===== config.mk =====
export PLATFORM = sky130hd
export DESIGN_NAME = uart_rx
export DESIGN_NICKNAME = d
export VERILOG_FILES = /design/src/rtl/uart_rx.sv
export SDC_FILE = /design/constraint.sdc
export NUM_CORES = 1
export LEC_CHECK = 0
export BUFFER_PORTS_ARGS = -buffer_cell sky130_fd_sc_hd__buf_2
export CAP_MARGIN = 10
export CORE_UTILIZATION = 40
export CTS_CLUSTER_DIAMETER = 50
export DETAILED_ROUTE_END_ITERATION = 8
export HOLD_SLACK_MARGIN = 0.05
export PLACE_DENSITY = 0.58
export SLEW_MARGIN = 30
export SYNTH_ARGS = -nofsm -noshare
export SYNTH_HDL_FRONTEND = slang
export SYNTH_SLANG_ARGS = --single-unit

===== constraint.sdc =====
create_clock -name clk -period 3.5 [get_ports clk]
set_clock_uncertainty 0.15 [all_clocks]
set_input_delay 0.175 -clock clk [delete_from_list [all_inputs] [get_ports clk]]
set_output_delay 0.175 -clock clk [all_outputs]
set_load 0.02 [all_outputs]

===== src/rtl/uart_rx.sv =====
// rtl/uart_rx.sv - 8N1 UART receiver with a one-entry valid/ready holding register
// Bit timing is derived from CLK_FREQ_HZ / BAUD_RATE; samples land at nominal bit centers.
module uart_rx #(
  parameter int CLK_FREQ_HZ = 12000000,
  parameter int BAUD_RATE   = 115200
) (
  input  logic       clk,
  input  logic       resetn,
  input  logic       rxd,
  output logic [7:0] rx_data,
  output logic       rx_valid,
  input  logic       rx_ready,
  output logic       frame_err,
  output logic       overrun,
  output logic       busy
);

  localparam int CLKS_PER_BIT = CLK_FREQ_HZ / BAUD_RATE;
  localparam int CW           = $clog2(CLKS_PER_BIT);
  localparam logic [CW-1:0] HALF_LOAD = CW'(CLKS_PER_BIT / 2 - 1);
  localparam logic [CW-1:0] FULL_LOAD = CW'(CLKS_PER_BIT - 1);

  if (CLKS_PER_BIT < 4) begin : g_cfg_check
    $error("uart_rx: CLKS_PER_BIT must be at least 4");
  end

  typedef enum logic [1:0] {IDLE, START, DATA, STOP} state_e;

  state_e          state_q, state_d;
  logic            sync1_q, sync2_q, prev_q;
  logic [CW-1:0]   cnt_q, cnt_d;
  logic [2:0]      idx_q, idx_d;
  logic [7:0]      shreg_q, shreg_d;
  logic [7:0]      rx_data_q, rx_data_d;
  logic            rx_valid_q, rx_valid_d;
  logic            frame_err_q, frame_err_d;
  logic            overrun_q, overrun_d;
  logic            deliver;
  logic            rxs;

  assign rxs = sync2_q;

  always_ff @(posedge clk or negedge resetn) begin
    if (!resetn) begin
      sync1_q     <= 1'b1;
      sync2_q     <= 1'b1;
      prev_q      <= 1'b1;
      state_q     <= IDLE;
      cnt_q       <= '0;
      idx_q       <= '0;
      shreg_q     <= '0;
      rx_data_q   <= '0;
      rx_valid_q  <= 1'b0;
      frame_err_q <= 1'b0;
      overrun_q   <= 1'b0;
    end else begin
      sync1_q     <= rxd;
      sync2_q     <= sync1_q;
      prev_q      <= sync2_q;
      state_q     <= state_d;
      cnt_q       <= cnt_d;
      idx_q       <= idx_d;
      shreg_q     <= shreg_d;
      rx_data_q   <= rx_data_d;
      rx_valid_q  <= rx_valid_d;
      frame_err_q <= frame_err_d;
      overrun_q   <= overrun_d;
    end
  end

  always_comb begin
    state_d     = state_q;
    cnt_d       = cnt_q;
    idx_d       = idx_q;
    shreg_d     = shreg_q;
    rx_data_d   = rx_data_q;
    rx_valid_d  = rx_valid_q;
    frame_err_d = 1'b0;
    overrun_d   = 1'b0;
    deliver     = 1'b0;

    if (rx_valid_q && rx_ready) begin
      rx_valid_d = 1'b0;
    end

    case (state_q)
      IDLE: begin
        // Only a real 1->0 transition starts a frame; a stuck-low line does not.
        if (prev_q && !rxs) begin
          state_d = START;
          cnt_d   = HALF_LOAD;
        end
      end
      START: begin
        if (cnt_q == '0) begin
          if (!rxs) begin
            state_d = DATA;
            cnt_d   = FULL_LOAD;
            idx_d   = 3'd0;
          end else begin
            state_d = IDLE;
          end
        end else begin
          cnt_d = cnt_q - 1'b1;
        end
      end
      DATA: begin
        if (cnt_q == '0) begin
          shreg_d[idx_q] = rxs;
          cnt_d          = FULL_LOAD;
          idx_d          = idx_q + 3'd1;
          if (idx_q == 3'd7) begin
            state_d = STOP;
          end
        end else begin
          cnt_d = cnt_q - 1'b1;
        end
      end
      STOP: begin
        if (cnt_q == '0) begin
          state_d = IDLE;
          if (rxs) begin
            deliver = 1'b1;
          end else begin
            frame_err_d = 1'b1;
          end
        end else begin
          cnt_d = cnt_q - 1'b1;
        end
      end
      default: state_d = IDLE;
    endcase

    // A slot freed by a same-cycle transfer may be refilled without a bubble.
    if (deliver) begin
      if (!rx_valid_q || rx_ready) begin
        rx_data_d  = shreg_q;
        rx_valid_d = 1'b1;
      end else begin
        overrun_d = 1'b1;
      end
    end
  end

  assign rx_data   = rx_data_q;
  assign rx_valid  = rx_valid_q;
  assign frame_err = frame_err_q;
  assign overrun   = overrun_q;
  assign busy      = (state_q != IDLE);

endmodule


# Word-level counts from Yosys, hierarchy flattened
# Index checks and enable logic that the tools add are counted.
[word_totals]
input_bits = 4
memories = 0
elab_cells = 73
latch_bits = 0
reg_bits = 34
rom_bits = 0
ram_bits = 0
[op_classes]
eq_ne = 12
shift = 0
reduce_logical = 15
n_lt_le_gt_ge = 2
mul = 0
div = 0
mux = 31
addsub = 2
bitwise = 0
[ops]
columns = ["operator", "count"]
rows = [
  ["$mux 7", 5],
  ["$pmux 7 s4", 1],
  ["$ne 2x2->1 const B", 7],
  ["$mux 1", 12],
  ["$mux 2", 6],
  ["$mux 3", 3],
  ["$bwmux 8", 1],
  ["$pmux 2 s4", 1],
  ["$logic_not 7->1", 1],
  ["$sub 7x1->7 const B", 1],
  ["$pmux 3 s2", 1],
  ["$reduce_and 5->1", 1],
  ["$eq 2x2->1 const B", 2],
  ["$lt 3x4->1 const B", 1],
  ["$reduce_and 2->1", 2],
  ["$reduce_and 4->1", 1],
  ["$reduce_bool 2->1", 2],
  ["$add 3x1->3 const B", 1],
  ["$demux 1 s3", 1],
  ["$eq 3x3->1 const B", 1],
  ["$ge 3x1->1 const B", 1],
  ["$logic_and 1x1->1", 3],
  ["$ne 3x3->1 const B", 1],
  ["$reduce_and 3->1", 1],
  ["other kinds (4)", 5],
]

# Logic depth before layout (Yosys ltp)
# Gate-level depths: netlist (run 1).
[logic_depth]
depth_word = 5
mapped_depth = 7

# Least setup slack after synthesis (run 1)
# No wires, ideal clock.
[synth_path]
path_kind = "register -> register"
startpoint = "reg cnt_q[0]"
endpoint = "reg cnt_q[1]"
path_slack_ps = 1258
period_less_slack_ps = 2242
stages_incl_launch_ff = 8
setup_time_ps = 127
path_buffers = 1
arrival_ps = 1964
cell_sequence = "dfrtp_1 -> inv_1 -> ha_1 -> or4b_4 -> nor3_4 -> or2_1 -> buf_4 -> mux2_1"
[synth_via]
elab_chain_len = 3
word_cells_on_any_way = 9
classes_between = "add/sub (1); eq/ne (2); mux (4); reduce/logical (2)"
[synth_rtl]
columns = ["element", "line", "text"]
rows = [
  ["from (decl)", "31", "logic [CW-1:0] cnt_q, cnt_d;"],
  ["from (signal assigned)", "61", "cnt_q <= cnt_d;"],
  ["$sub 7x1->7 / $logic_not 7->1 (equally long branches)", "--", ""],
  ["$mux 7, or another cell as far along", "120", "if (cnt_q == '0) begin"],
  ["$pmux 7 s4 / $reduce_and 3->1 (equally long branches)", "--", ""],
]
# Several ways; a longest one is shown, not always the timed one. The select of a mux whose other input is x is not followed.
# A chain may end at the register's enable or synchronous reset.

# Worst setup path in the final report (run 1)
[layout_path]
startpoint = "reg cnt_q[0]"
endpoint = "reg rx_data_q[5] (netlist: rx_data[5])"
[layout_via]
elab_chain_len = 4
[layout_rtl]
columns = ["element", "line", "text"]
rows = [
  ["$logic_not 7->1", "120", ""],
  ["$mux 1", "120", ""],
  ["$mux 1", "86", "case (state_q)"],
  ["$reduce_and 2->1 (no line)", "--", ""],
  ["to (signal assigned)", "64", "rx_data_q <= rx_data_d;"],
  ["to (decl)", "34", "logic [7:0] rx_data_q, rx_data_d;"],
]
# No other way between the ends.

==> results of run 1 <==
==> stage by stage <==
step / instances / setup slack, ns / cell area, sq um / hold slack [ns] / util (%)
2_1_floorplan: 158 / 1.26 / 1780 / -0.271 / -
3_3_place_gp: 215 / 0.861 / 1870 / 0.126 / 45.2
3_5_place_dp: 215 / 0.724 / 1870 / 0.133 / 45.2
4_1_cts: 226 / 0.706 / 2000 / 0.208 / 48.2
5_1_grt: 226 / 0.554 / 2000 / 0.213 / 48.2
6_report: 226 / 0.728 / 2000 / 0.207 / 48.2
==> state kept, by name, summed over array words and instances, names as in the netlist, named ones only <==
register,cells
prev_q,1
state_q,1
rxs,1
frame_err,1
sync1_q,1
cnt_q,7
overrun,1
idx_q,3
shreg_q,8
rx_data,8
rx_valid,1
==> layout make-up <==
class / count / area [sq um] / area share, %
Tap cell: 50 / 62.6 / 3.13
Multi-Input combinational cell: 108 / 852 / 42.6
Clock buffer: 6 / 82.6 / 4.13
Timing Repair Buffer: 18 / 105 / 5.26
Clock inverter: 2 / 12.5 / 0.626
Sequential cell: 34 / 855 / 42.7
Inverter: 8 / 30.0 / 1.50
==> logic make-up (layout without fill, tap and decap cells) <==
kind of cell	Yosys count	in the layout	share of synthesized area, %
flops	34	34	47.9
mux	17	17	10.7
buf+inv	16	34	4.35
fa+ha+maj	8	8	5.61
simple gates	48	48	17.8
compound gates	35	35	13.6
==> power breakdown <==
group	leakage (nW)	internal [mW]	switching (mW)
combinational	0.435	0.151	0.233
sequential	0.451	0.432	0.0505
clock	0.0472	0.158	0.144
==> worst register-to-register path: stages (launching register included) <==
cell     delay, ns
dfrtp_1       0.43
inv_1         0.12
ha_1          0.24
nor4b_4       0.47
nand4_1       0.24
nor2b_1       0.61
mux2_2        0.41
==> worst min path at each step <==
stage	from	to	slack [ns]	cells past startpoint
2_1_floorplan	resetn	asynchronous set/reset pin	-0.27	0
3_3_place_gp	resetn	cnt_q[3]	0.13	1
3_5_place_dp	rxd	sync1_q	0.13	1
4_1_cts	sync1_q	rxs	0.21	0
5_1_grt	sync1_q	rxs	0.21	0
6_report	sync1_q	rxs	0.21	0
==> timing repair <==
item,4_1_cts,5_1_grt
hold buffers,3,0
buffers inserted,0,0
gates resized for setup,0,0
endpoints found under the setup margin,0,0
hold endpoints to repair,34,0
==> layer usage <==
| metal | wire length [microns] | vias up | global-route usage (%) | part of all wire [%] |
|---|---|---|---|---|
| met1 | 1640 | 626 | 20.9 | 47 |
| met5 | 0 | - | 0 | 0 |
| li1 | - | 613 | - | - |
| met2 | 1730 | 15 | 28.3 | 49 |
| met4 | 34 | 0 | 7.65 | 0.97 |
| met3 | 103 | 4 | 3.95 | 2.9 |
==> layout by cell type, fill, tap and decap left out, drive strengths merged, types with 2 or more instances in the layout <==
master	count
or2	4
o41ai	2
clkbuf	6
and2	2
nand4	2
a21oi	5
ha	8
mux2	17
nand3	2
nor3	5
dlygate4sd3	3
nor2	11
nand2	4
a31oi	3
nor2b	2
nor4	2
o21ai	9
nor3b	3
dfrtp	31
o31ai	7
nand3b	2
buf	15
dfstp	3
nand2b	4
inv	8
a211oi	2
==> impl_metrics.ini, run 1 <==
[detailed_routing]
drtIter0Drc = 91
wl_per_cell_microns = 15.5
vias_per_cell = 5.57
num_vias = 1258
drtPass1Iterations = 4
wl_mm = 3.51
ant_nets = 0
post-route-drc-count = 0

[sta]
setup_viol = 0
drv_slew = 0
timing.final.crit_share_pct = 79.2
tightest_slew_ns = 0.735
hold_viol_final = 0
max_freq_ghz = 0.361
slew_headroom_pct = 51.0
finalCriticalPeriod_ns = 2.77
fin_setup_tns_ns = 0
grt_setup_unrepaired = false

[power]
pwr_density_cell_nw_per_um2 = 584
irDropWorstVdd_v = 0.000223
total_power_mw = 1.17
leakage_nw = 0.933

[placed_design]
dp_hpwl_mm = 2.46
gp_congestion = 0.822
port_buffers = 15

[die]
core-area_sq_um = 4140
start_util_pct = 43.1
placement_rows = 23
io_pins = 16
die_w_microns = 68.8
dieHeight_microns = 68.8
die_area_sq_um = 4730

[grt]
grt_pass1_wl_mm = 5.81
grt_antenna_before_repair = 0
grt_max_degree = 35
grt_use_total_pct = 17.0
first_global_vias = 1219
grt_overflow = 0

[critical_path]
crit_chain = inv_1 > ha_1 > nor4b_4 > nand4_1 > nor2b_1 > mux2_2
cp.buffers_inverters = 1
reg2reg_from = cnt_q[0]
reg2reg_to = rx_data[5]
critical_path.max_fanout = 9
cp_slowest_cell = nor2b_1
rr_worst_depth = 6
path_depth = 6
crit_family = simple AND/OR/NAND/NOR gates
critical-path-max-stage-delay_ns = 0.61
cp-start-kind = flop
cp.required_ns = 3.52
arrival_ns = 2.79
cp-end-kind = flop
crit_start = cnt_q[0]
crit_end = rx_data[5]
path_class = flop to flop
regToRegSetupSlack_ns = 0.73

[worst_hold_path]
hp-class = flop to flop

[logic_synthesis]
yosysMostFrequentCell = dfrtp_1
async_flop_share_pct = 100
synth_seq_cells = 34
postSynthAreaPerCell_sq_um = 11.3
synth_edf_count = 0
synth.distinct_cells = 43
synth_common_cells = dfrtp_1 (31), mux2_2 (13), nor2_1 (11)
synth_area_sq_um = 1780
syn_inst = 158
synthesis.nets = 170
synth.top_cells.by_area = dfrtp_1 (43%), mux2_2 (8.2%), ha_1 (5.6%)
synth_largest_area_cell = dfrtp_1
ys_seq_area_share_pct = 47.9
yosysWarningCount = 0
synth_flop_cell = dfrtp_1
yosysTopAreaCellShare_pct = 43.5

[finish]
fin_nets = 187
drive_gt1_share_pct = 27.3
antenna_cells = 0
fillers = 392
syn2layout_area_growth_pct = 12.1

[clock_tree]
numCtsBuffers = 5
path_clk_slew_ns = 0.07
cts_tree = built
cts-root-buf = clkbuf_8
h-tree-depth = 2
clk-insertion-delay-late_ns = 0.28
clock_path_buffers = 2
cts_sinks = 34

[job]
drv_cap = 0

[status]
outcome = finished, final reports clean
(Power assumes the default switching activity.)
==> run 2: changes to the inputs <==
- clock period: 3.5 -> 2.9 ns (I/O delays scaled with it)
==> impl_metrics.ini, run 2 (synthesis gave the netlist of run 1 again) <==
[sta]
fin_setup_tns_ns = 0
setup_viol = 0
max_freq_ghz = 0.404
hold_viol_final = 0
drv_slew = 0
slew_headroom_pct = 50.0
grt_setup_unrepaired = false
tightest_slew_ns = 0.750
timing.final.crit_share_pct = 85.5
finalCriticalPeriod_ns = 2.48

[power]
intPower_mw = 0.871
irDropWorstVdd_v = 0.000336
power.net_switching_mw = 0.507
pwr_density_cell_nw_per_um2 = 690
power_frac_seq_pct = 42.2
power.share.switching_pct = 36.8
leakage_nw = 0.940
pwr-share-comb_pct = 34.3
pwr-share-clk_pct = 23.5
total_power_mw = 1.38

[critical_path]
crit_chain = inv_1 > ha_1 > or4b_4 > nor3_4 > or2_1 > mux2_1
critical-path-max-stage-delay_ns = 0.53
cp-end-kind = flop
critical_path.max_fanout = 6
cp_slowest_cell = or4b_4
cp.required_ns = 2.92
path_class = flop to flop
cp-start-kind = flop
arrival_ns = 2.50

[die]
io_pins = 16
dieHeight_microns = 68.8
die_w_microns = 68.8
core-area_sq_um = 4140
placement_rows = 23
die_area_sq_um = 4730
start_util_pct = 43.1

[finish]
fin_nets = 189
antenna_cells = 0
final_cell_mix = dfrtp_1 (31), buf_2 (15), mux2_2 (13)
seqCellArea_sq_um = 855
layout_commonest_cell = dfrtp_1
fillers = 424
syn2layout_area_growth_pct = 12.0
stdcell_count = 227
drive_gt1_share_pct = 27.7
fin_util_pct = 48.2
multi_input_area_sq_um = 852

[status]
outcome = finished, final reports clean

[grt]
grt_overflow = 0
grt_antenna_before_repair = 0
grt_use_total_pct = 17.1
grt_pass1_wl_mm = 5.72
grt_max_degree = 35
first_global_vias = 1195

[clock_tree]
cts-root-buf = clkbuf_8
clock_path_buffers = 2
path_clk_slew_ns = 0.07
cts_sinks = 34
numCtsBuffers = 5
clk-insertion-delay-late_ns = 0.29
cts_tree = built
h-tree-depth = 2

[detailed_routing]
wl_met3_microns = 111
vias_per_cell = 5.59
post-route-drc-count = 0
wl_per_cell_microns = 15.0
ant_nets = 0
drtIter0Drc = 68
drtPass1Iterations = 4
wl_met1_mm = 1.70
wl_met2_mm = 1.57
wl_mm = 3.42
highest_layer = met4
num_vias = 1269

[job]
drv_cap = 0

[placed_design]
place_inst = 217
gp_congestion = 0.815
dp_hpwl_mm = 2.40
port_buffers = 15

[worst_hold_path]
hp-class = flop to flop
==> run 2: worst max-delay path: cells and delay by family, from the launching register on <==
kind / cells / cell delay [ns]
simple gates: 3 / 1.08
mux: 1 / 0.35
buf+inv: 1 / 0.12
fa+ha+maj: 1 / 0.24
flops: 1 / 0.42
==> run 2: worst paths after layout <==
path / end / start / slack (ns) / cells after the start
worst min-delay path: rxs / sync1_q / 0.21 / 0
min in group asynchronous: cnt_q[2] / resetn / 0.31 / 2
worst max-delay path: cnt_q[1] / cnt_q[0] / 0.42 / 6
worst min register to register: rxs / sync1_q / 0.21 / 0
max in group asynchronous: asynchronous set/reset pin / resetn / 1.79 / 2
worst max register to register: cnt_q[1] / cnt_q[0] / 0.42 / 6
==> run 2: metrics by stage <==
stage / cell area, sq um / hold slack, ns / setup WS [ns]
2_1_floorplan: 1780 / -0.301 / 0.658
3_3_place_gp: 1890 / 0.0988 / 0.480
3_5_place_dp: 1890 / 0.102 / 0.461
4_1_cts: 2000 / 0.208 / 0.430
5_1_grt: 2000 / 0.214 / 0.274
6_report: 2000 / 0.206 / 0.422
==> run 2: power groups by stage <==
stage / sequential [mW] / combinational, mW / clock [mW]
CTS: 0.581 / 0.473 / 0.340
floorplan: 0.573 / 0.371 / 0
global route: 0.592 / 0.527 / 0.362
finish: 0.581 / 0.473 / 0.324
global placement: 0.586 / 0.474 / 0
detailed placement: 0.590 / 0.468 / 0
==> run 2: cell type report <==
cell class                 instances  share of cell area (%)
timing repair buffer              20                    6.01
multi-input combinational        108                    42.6
tap                               50                    3.13
sequential                        34                    42.8
clock buffer                       5                    3.44
inverter                           8                    1.50
clock inverter                     2                   0.501
==> run 2: per-layer routing <==
metal,vias to the layer above,global-route usage (%)
li1,612,-
met2,19,25.5
met5,-,0
met1,634,22.8
met3,4,5.43
met4,0,7.14
==> run 2: timing repair <==
action / in CTS / in global routing
hold buffers: 3 / 0
hold endpoints to repair: 34 / 0
setup buffers: 0 / 0
resized for setup: 0 / 0
==> run 3: changes to the inputs <==
- CELL_PAD_IN_SITES_DETAIL_PLACEMENT: default -> 2
- CELL_PAD_IN_SITES_GLOBAL_PLACEMENT: default -> 2
- CORE_UTILIZATION: 40 -> 39
- PLACE_DENSITY: 0.58 -> 0.79
==> impl_metrics.ini, run 3 (synthesis gave the netlist of run 1 again) <==
[status]
outcome = finished, final reports clean

[power]
power.share.switching_pct = 38.6
pwr_density_cell_nw_per_um2 = 710
pwr-share-clk_pct = 23.5
intPower_mw = 0.879
total_power_mw = 1.43
irDropWorstVdd_v = 0.000264
power.net_switching_mw = 0.553
leakage_nw = 0.951
power_frac_seq_pct = 40.7
pwr-share-comb_pct = 35.8

[clock_tree]
path_clk_slew_ns = 0.08
cts-root-buf = clkbuf_8
post_cts_resize_count = 0
cts_tree = built
cts_sinks = 34
clock_path_buffers = 2
clk-insertion-delay-late_ns = 0.29
h-tree-depth = 2
numCtsBuffers = 5

[detailed_routing]
wl_mm = 4.34
ant_nets = 0
drtPass1Iterations = 6
wl_per_cell_microns = 18.8
drtIter0Drc = 42
vias_per_cell = 5.61
num_vias = 1297
post-route-drc-count = 0

[die]
placement_rows = 24
core-area_sq_um = 4380
die_w_microns = 69.6
start_util_pct = 40.7
die_area_sq_um = 4850
dieHeight_microns = 69.6
io_pins = 16

[critical_path]
critical_path.max_fanout = 6
cp_slowest_cell = or4b_4
crit_family = simple AND/OR/NAND/NOR gates
cp.required_ns = 2.93
cp.buffers_inverters = 1
arrival_ns = 2.55
cp-end-kind = flop
critical-path-max-stage-delay_ns = 0.54
crit_chain = inv_1 > ha_1 > or4b_4 > nor3_4 > or2_1 > mux2_1
cp-start-kind = flop
path_class = flop to flop

[placed_design]
port_buffers = 15
place_inst = 221
dp_hpwl_mm = 3.12
dp_slack_ns = 0.413
gp_congestion = 0.821

[sta]
setup_viol = 0
drv_slew = 0
whs_ns = 0.210
grt_setup_unrepaired = false
setup_ws_ns = 0.380
finalCriticalPeriod_ns = 2.52
max_freq_ghz = 0.397
fin_setup_tns_ns = 0
tightest_slew_ns = 0.794
timing.final.crit_share_pct = 86.9
hold_viol_final = 0
slew_headroom_pct = 47.1

[grt]
first_global_vias = 1463
grt_use_total_pct = 20.2
grt_max_degree = 35
grt_pass1_wl_mm = 7.65
grt_overflow = 0
grt_antenna_before_repair = 0

[finish]
final_cell_mix = dfrtp_1 (31), buf_2 (15), mux2_2 (13)
antenna_cells = 0
stdcell_count = 231
fin_nets = 191
syn2layout_area_growth_pct = 13.0
drive_gt1_share_pct = 28.5
layout_commonest_cell = dfrtp_1

[worst_hold_path]
hp-class = flop to flop

[job]
drv_cap = 0
run 3: cell count changes in the layout (fill, tap and decap cells not counted):
cell,before,now
buf_4,2,4
run 3: what timing repair did:
item,4_1_cts,5_1_grt
setup buffers,0,0
endpoints found under the hold margin,34,0
hold buffers,3,0
run 3: area by class of cell:
cell class / instances / area [sq um]
clock buffer: 5 / 68.8
clock inverter: 2 / 10.0
fill: 458 / 2370
inverter: 8 / 30.0
multi-input combinational: 108 / 852
sequential: 34 / 855
tap: 52 / 65.1
timing repair buffer: 22 / 135
run 3: final timing paths:
check                           cells past startpoint       end  slack (ns)  startpoint
worst max-delay path                                6  cnt_q[1]        0.38    cnt_q[0]
worst min-delay path                                0       rxs        0.21     sync1_q
worst max register to register                      6  cnt_q[1]        0.38    cnt_q[0]
worst min register to register                      0       rxs        0.21     sync1_q
max in group asynchronous                           2  idx_q[1]        1.76      resetn
min in group asynchronous                           2  cnt_q[2]        0.31      resetn
run 3: metrics by stage:
stage	instance area (sq um)	utilization (%)
global route	2020	46.0
floorplan	1780	-
finish	2020	46.0
detailed placement	1910	43.5
CTS	2020	46.0
global placement	1910	43.5
run 3: per-layer routing:
layer | vias to the layer above | GRT usage (%) | routed length, microns
met1 | 669 | 26.5 | 2030
met3 | 5 | 3.49 | 73
met4 | 0 | 5.33 | 43
met5 | - | 0 | 0
met2 | 12 | 34.6 | 2190
li1 | 611 | - | -
run 3: power groups by stage:
| stage | clock network [mW] | logic [mW] | registers, mW |
|---|---|---|---|
| floorplan | 0 | 0.371 | 0.573 |
| global route | 0.357 | 0.566 | 0.594 |
| global placement | 0 | 0.482 | 0.586 |
| finish | 0.336 | 0.512 | 0.583 |
| CTS | 0.345 | 0.514 | 0.583 |
| detailed placement | 0 | 0.501 | 0.593 |
